===== src/rtl/mem_port_arbiter_pkg.sv =====
// Shared definitions for the fetch/LSU memory port arbiter.
// Holds the default word width, the arbiter state encoding and the
// requester identifier used both for selection and in the in-order ID FIFO.
package mem_port_arbiter_pkg;

  localparam int WORD_WIDTH = 32;

  // Fetches always read a whole word, so the fetch side presents all lanes.
  localparam logic [3:0] FETCH_BE = 4'b1111;

  typedef enum logic [1:0] {
    IDLE   = 2'd0,
    HOLD_I = 2'd1,
    HOLD_D = 2'd2
  } arb_state_e;

  typedef enum logic {
    INSTR = 1'b0,
    DATA  = 1'b1
  } req_id_e;

endpackage


===== src/rtl/mem_port_arbiter_id_fifo.sv =====
// id_fifo: small in-order FIFO of requester IDs for outstanding transactions.
// Ports: i_push/i_din write, i_pop/o_dout read (head visible combinationally),
//        o_full/o_empty status; asynchronous active-high reset empties it.
// A push while full is accepted only when a pop happens in the same cycle.
module id_fifo #(
  parameter int DEPTH = 2,
  parameter int WIDTH = 1
) (
  input  logic             clk,
  input  logic             rst,
  input  logic             i_push,
  input  logic [WIDTH-1:0] i_din,
  input  logic             i_pop,
  output logic [WIDTH-1:0] o_dout,
  output logic             o_full,
  output logic             o_empty
);

  // Index width; a depth of 1 still gets a one-bit index so the ring has
  // two slots, of which at most one is ever occupied.
  localparam int AW = (DEPTH > 1) ? $clog2(DEPTH) : 1;
  localparam logic [AW:0] DEPTH_L = (AW+1)'(DEPTH);
  localparam logic [AW:0] ONE_L   = (AW+1)'(1);

  logic [WIDTH-1:0] r_mem [2**AW];
  logic [AW:0]      r_wptr;
  logic [AW:0]      r_rptr;
  logic [AW:0]      w_count;
  logic             w_do_push;
  logic             w_do_pop;

  // The extra wrap bit lets full and empty be told apart from the pointer difference.
  assign w_count   = r_wptr - r_rptr;
  assign o_empty   = (w_count == '0);
  assign o_full    = (w_count == DEPTH_L);
  assign w_do_pop  = i_pop && !o_empty;
  assign w_do_push = i_push && (!o_full || w_do_pop);
  assign o_dout    = r_mem[r_rptr[AW-1:0]];

  always_ff @(posedge clk or posedge rst) begin
    if (rst) begin
      r_wptr <= '0;
      r_rptr <= '0;
    end else begin
      if (w_do_push) r_wptr <= r_wptr + ONE_L;
      if (w_do_pop)  r_rptr <= r_rptr + ONE_L;
    end
  end

  always_ff @(posedge clk) begin
    if (w_do_push) r_mem[r_wptr[AW-1:0]] <= i_din;
  end

endmodule


===== src/rtl/mem_port_arbiter.sv =====
// mem_port_arbiter: shares one memory port between fetch (instr_*) and LSU (data_*).
// Ports: requester interfaces in, mem_* request/response to the shared memory,
//        resp_err_o flags a response with nothing outstanding.
// Round-robin pick in IDLE, locked while a presented request waits for mem_gnt_i;
// responses are steered from the head of an in-order ID FIFO with zero latency.
module mem_port_arbiter #(
  parameter int WORD_WIDTH      = mem_port_arbiter_pkg::WORD_WIDTH,
  parameter int MAX_OUTSTANDING = 2
) (
  input  logic                  clk,
  input  logic                  rst,
  input  logic                  instr_req_i,
  input  logic [WORD_WIDTH-1:0] instr_addr_i,
  output logic                  instr_gnt_o,
  output logic                  instr_rvalid_o,
  output logic [WORD_WIDTH-1:0] instr_rdata_o,
  input  logic                  data_req_i,
  input  logic [WORD_WIDTH-1:0] data_addr_i,
  input  logic                  data_we_i,
  input  logic [3:0]            data_be_i,
  input  logic [WORD_WIDTH-1:0] data_wdata_i,
  output logic                  data_gnt_o,
  output logic                  data_rvalid_o,
  output logic [WORD_WIDTH-1:0] data_rdata_o,
  output logic                  mem_req_o,
  output logic [WORD_WIDTH-1:0] mem_addr_o,
  output logic                  mem_we_o,
  output logic [3:0]            mem_be_o,
  output logic [WORD_WIDTH-1:0] mem_wdata_o,
  input  logic                  mem_gnt_i,
  input  logic                  mem_rvalid_i,
  input  logic [WORD_WIDTH-1:0] mem_rdata_i,
  output logic                  resp_err_o
);

  import mem_port_arbiter_pkg::*;

  arb_state_e r_state;
  arb_state_e w_state_nxt;
  req_id_e    r_last_grant;
  req_id_e    w_sel;
  req_id_e    w_head;
  logic       w_sel_req;
  logic       w_present;
  logic       w_granted;
  logic       w_pop;
  logic       w_fifo_full;
  logic       w_fifo_empty;
  logic [0:0] w_push_id;
  logic [0:0] w_head_raw;

  // Selection: free choice only in IDLE, locked to the waiting requester otherwise.
  always_comb begin
    w_sel = INSTR;
    case (r_state)
      HOLD_I: w_sel = INSTR;
      HOLD_D: w_sel = DATA;
      default: begin
        if (instr_req_i && data_req_i) begin
          if (r_last_grant == DATA) w_sel = INSTR;
          else                      w_sel = DATA;
        end else if (data_req_i) begin
          w_sel = DATA;
        end
      end
    endcase
  end

  assign w_sel_req = (w_sel == INSTR) ? instr_req_i : data_req_i;
  // Reset gating keeps every output low for as long as rst is held.
  assign w_present = w_sel_req && !w_fifo_full && !rst;
  assign w_granted = w_present && mem_gnt_i;

  // A presented request that is not accepted locks the port to its owner;
  // a grant or a withdrawn request returns to free selection.
  always_comb begin
    w_state_nxt = IDLE;
    if (w_present && !mem_gnt_i) begin
      w_state_nxt = (w_sel == INSTR) ? HOLD_I : HOLD_D;
    end
  end

  always_ff @(posedge clk or posedge rst) begin
    if (rst) begin
      r_state      <= IDLE;
      r_last_grant <= DATA;
    end else begin
      r_state <= w_state_nxt;
      if (w_granted) r_last_grant <= w_sel;
    end
  end

  assign mem_req_o   = w_present;
  assign mem_addr_o  = !w_present ? '0 : ((w_sel == INSTR) ? instr_addr_i : data_addr_i);
  assign mem_we_o    = w_present && (w_sel == DATA) && data_we_i;
  assign mem_be_o    = !w_present ? 4'b0000 : ((w_sel == INSTR) ? FETCH_BE : data_be_i);
  assign mem_wdata_o = (w_present && (w_sel == DATA)) ? data_wdata_i : '0;

  assign instr_gnt_o = w_granted && (w_sel == INSTR);
  assign data_gnt_o  = w_granted && (w_sel == DATA);

  assign w_push_id = w_sel;
  assign w_pop     = !rst && mem_rvalid_i && !w_fifo_empty;

  id_fifo #(
    .DEPTH (MAX_OUTSTANDING),
    .WIDTH (1)
  ) u_id_fifo (
    .clk     (clk),
    .rst     (rst),
    .i_push  (w_granted),
    .i_din   (w_push_id),
    .i_pop   (w_pop),
    .o_dout  (w_head_raw),
    .o_full  (w_fifo_full),
    .o_empty (w_fifo_empty)
  );

  assign w_head = req_id_e'(w_head_raw);

  assign instr_rvalid_o = w_pop && (w_head == INSTR);
  assign data_rvalid_o  = w_pop && (w_head == DATA);
  assign instr_rdata_o  = instr_rvalid_o ? mem_rdata_i : '0;
  assign data_rdata_o   = data_rvalid_o ? mem_rdata_i : '0;

  // A response with nothing outstanding is dropped and only flagged.
  assign resp_err_o = !rst && mem_rvalid_i && w_fifo_empty;

endmodule


===== config.mk =====
export PLATFORM = sky130hd
export DESIGN_NAME = mem_port_arbiter
export DESIGN_NICKNAME = d
export VERILOG_FILES = /design/src/rtl/mem_port_arbiter_pkg.sv /design/src/rtl/mem_port_arbiter_id_fifo.sv /design/src/rtl/mem_port_arbiter.sv
export SDC_FILE = /design/constraint.sdc
export NUM_CORES = 1
export LEC_CHECK = 0
export BUFFER_PORTS_ARGS = -buffer_cell sky130_fd_sc_hd__clkbuf_2
export CAP_MARGIN = 0
export CELL_PAD_IN_SITES_DETAIL_PLACEMENT = 1
export CELL_PAD_IN_SITES_GLOBAL_PLACEMENT = 1
export CORE_AREA = 4 4 116 96
export CTS_BUF_LIST = sky130_fd_sc_hd__clkbuf_8
export DETAILED_ROUTE_END_ITERATION = 8
export DIE_AREA = 0 0 120 100
export PLACE_DENSITY_LB_ADDON = 0.3
export SETUP_SLACK_MARGIN = 0.3
export SLEW_MARGIN = 20
export SYNTH_ARGS = -nofsm -noshare
export SYNTH_HDL_FRONTEND = slang
export SYNTH_SLANG_ARGS = --single-unit
export TNS_END_PERCENT = 20

===== constraint.sdc =====
create_clock -name clk -period 3.8 [get_ports clk]
set_clock_uncertainty 0.2 [all_clocks]
set_input_delay 0.76 -clock clk [delete_from_list [all_inputs] [get_ports clk]]
set_output_delay 0.76 -clock clk [all_outputs]
set_load 0.1 [all_outputs]

==> results.cfg <==
[status]
status = complete, no violations

[routing]
drt_pass1_iterations = 4
vias_per_cell = 4.23
drc = 0
wl_mm = 10.6
antenna_left = 0
wl_per_cell_um = 15.7
drtIter0Drc = 43
num_vias = 2874

[sta]
worst_pin_slew_ns = 0.581
finalCritPeriodShare_pct = 88.1
hold-worst-slack_ns = 0.294
setup_viol = 0
setup_ws_ns = 0.451
max_slew_margin_pct = 61.2
rsz0062_at_grt = true
min_period_ns = 3.35
max_freq_ghz = 0.299
maxSlewViolCount = 0
hold_viol_final = 0

[grt]
busiest_layer = met2
grt_usage_pct = 16.9
grt_pass1_wl_mm = 16.4
grt_overflow = 0
grt_max_degree = 41
antenna_found_initial = 0
use_met3_pct = 4.23
met2_usage_pct = 34.8
grt_pass1_vias = 3178
met1_usage_pct = 16.9

[clock_network]
holdBufCountCts = 0
cts_made_buffers = 3
cts_sinks = 9
clk-insertion-delay-late_ns = 0.23
postCtsSetupRepairBufs = 0
htreeDepth = 1
clockBufferDepth = 2
clkTransAtPathRegs_ns = 0.04
root_buffer = clkbuf_8
cts_tree = yes

[logic_synthesis]
synth_compound_area_share_pct = 16.8
synth.net_count = 411
yosysMostFrequentCell = and2_1
synth_top_area_share_pct = 34.4
muxShareOfSynthArea_pct = 0.568
yosysSeqAreaShare_pct = 13.4
synth_adder_area_share_pct = 0.710
synth_top_family_by_area = simple AND/OR/NAND/NOR gates
yosysWarnings = 0
syn-instance-count = 271
synth_area_per_cell_um2 = 6.51
synth-xor-area-share_pct = 3.90
ys.flop_type = dfrtp_1
yosys_register_bits = 9
ys_async_sr_fraction_pct = 77.8
yosysUniqueCellTypes = 32
synth_edf_count = 2
yosys-top-cells-count = and2_1, nand2_1, a21oi_2
synth_top_cell_by_area = and2_1
syn-cell-area_um2 = 1760
synth_simple_gate_area_share_pct = 57.0
yosys-top-cells-area = and2_1, nand2_1, a21oi_2

[final_layout]
fin_area_um2 = 5040
antenna_cells = 0
areaGrowthSynthToFinish_pct = 186
multi_input_area_um2 = 1460
regArea_um2 = 236
nets = 680
fillCellCount = 1181
drive_gt1_share_pct = 62.2
finalCoreUtilization_pct = 50.2

[pwr]
power.density_nw_per_um2 = 756
ir_drop_mv = 0.319
p_leak_uw = 0.00239

[critical_path]
cp.arrival_ns = 2.39
crit_path_end_kind = output port
crit_start = r_state[0]
regToRegStartpoint = r_state[0]
worstPathRequired_ns = 2.84
criticalPathCategory = flop to output port
startpoint_type = flop
worstPathMaxFanout = 28

[placed_design]
place_hpwl_mm = 9.60
pre_cts_ws_ns = 0.455
place_congestion = 0.814
place_area_um2 = 4990
io_buffers = 277

[hold_path]
min_path_type = flop to flop
holdCritStartpoint = r_last_grant

[job]
maxCapViolCount = 0

[floorplanning]
dieArea_um2 = 12000
initial_core_util_pct = 17.6
die_h_um = 100
num_io_pins = 278
core-area_um2 = 10000
fp-row-count = 33
die_x_um = 120
[final cells by class]
class,instances,share of cell area (%)
tap,140,3.48
timing repair buffer,284,61.4
clock buffer,3,0.819
sequential,9,4.69
multi-input combinational,235,29.0
clock inverter,1,0.0745
inverter,7,0.521
[through the flow]
step           total power (µW)  instances  TNS (ns)
4_1_cts                    3840        679         0
5_1_grt                    3950        679         0
3_3_place_gp               3690        675         0
3_5_place_dp               3730        675         0
2_1_floorplan              2650        271    -0.276
6_report                   3810        679         0
[layout by cell type, fill, tap and decap left out, drive strengths merged, types with 2 or more instances in the layout]
| master | count |
|---|---|
| and2 | 97 |
| inv | 8 |
| nor4 | 4 |
| nor2b | 2 |
| o211ai | 2 |
| nand2 | 65 |
| dfrtp | 6 |
| clkbuf | 143 |
| nor2 | 11 |
| buf | 144 |
| a21oi | 33 |
| xnor2 | 2 |
| xor2 | 5 |
| edfxtp | 2 |
| nor3 | 5 |
[power breakdown]
part	internal (µW)	leakage [µW]	switching, µW
clock network	70.1	0.0000269	35.3
logic	991	0.00226	2530
registers	139	0.000103	40.6
[worst max-delay path, stage by stage, from the launching register on]
cell,delay [ns]
dfrtp_1,0.33
inv_1,0.04
ha_1,0.36
nand2b_1,0.18
a21oi_2,0.11
or3_4,0.48
buf_12,0.22
a21oi_2,0.12
buf_4,0.30
[final timing paths]
kind,to,slack (ns),depth (start not counted)
max in group asynchronous,r_last_grant,2.83,3
setup / recovery,mem_addr_o[16],0.45,8
setup reg to reg,u_id_fifo.r_mem[0],1.85,5
hold / removal,r_last_grant,0.29,2
hold reg to reg,r_last_grant,0.29,2
min in group asynchronous,u_id_fifo.r_wptr[1],0.36,3
[logic make-up after synthesis]
| group | after synthesis |
|---|---|
| and+or+nand+nor | 188 |
| AOI/OAI and AO/OA | 38 |
| buffers and inverters | 27 |
| DFF | 9 |
| xor gates and xnor gates | 7 |
| muxes | 1 |
| adders and majority gates | 1 |
[flip-flops by register name (all words and copies together), names as in the netlist]
register          cells
r_state               2
u_id_fifo.r_mem       2
u_id_fifo.r_rptr      2
u_id_fifo.r_wptr      2
r_last_grant          1
[per-layer routing]
metal	up-vias	part of all wire, %
li1	1389	-
met1	1318	33
met2	157	56
met3	10	9.3
met4	0	1.0
met5	-	0
[timing repair]
action                     4_1_cts  5_1_grt
gates resized for setup          1        1
pin swaps                        0        0
setup endpoints to repair       28       28
No activity file was read; power rests on OpenSTA's default activity.
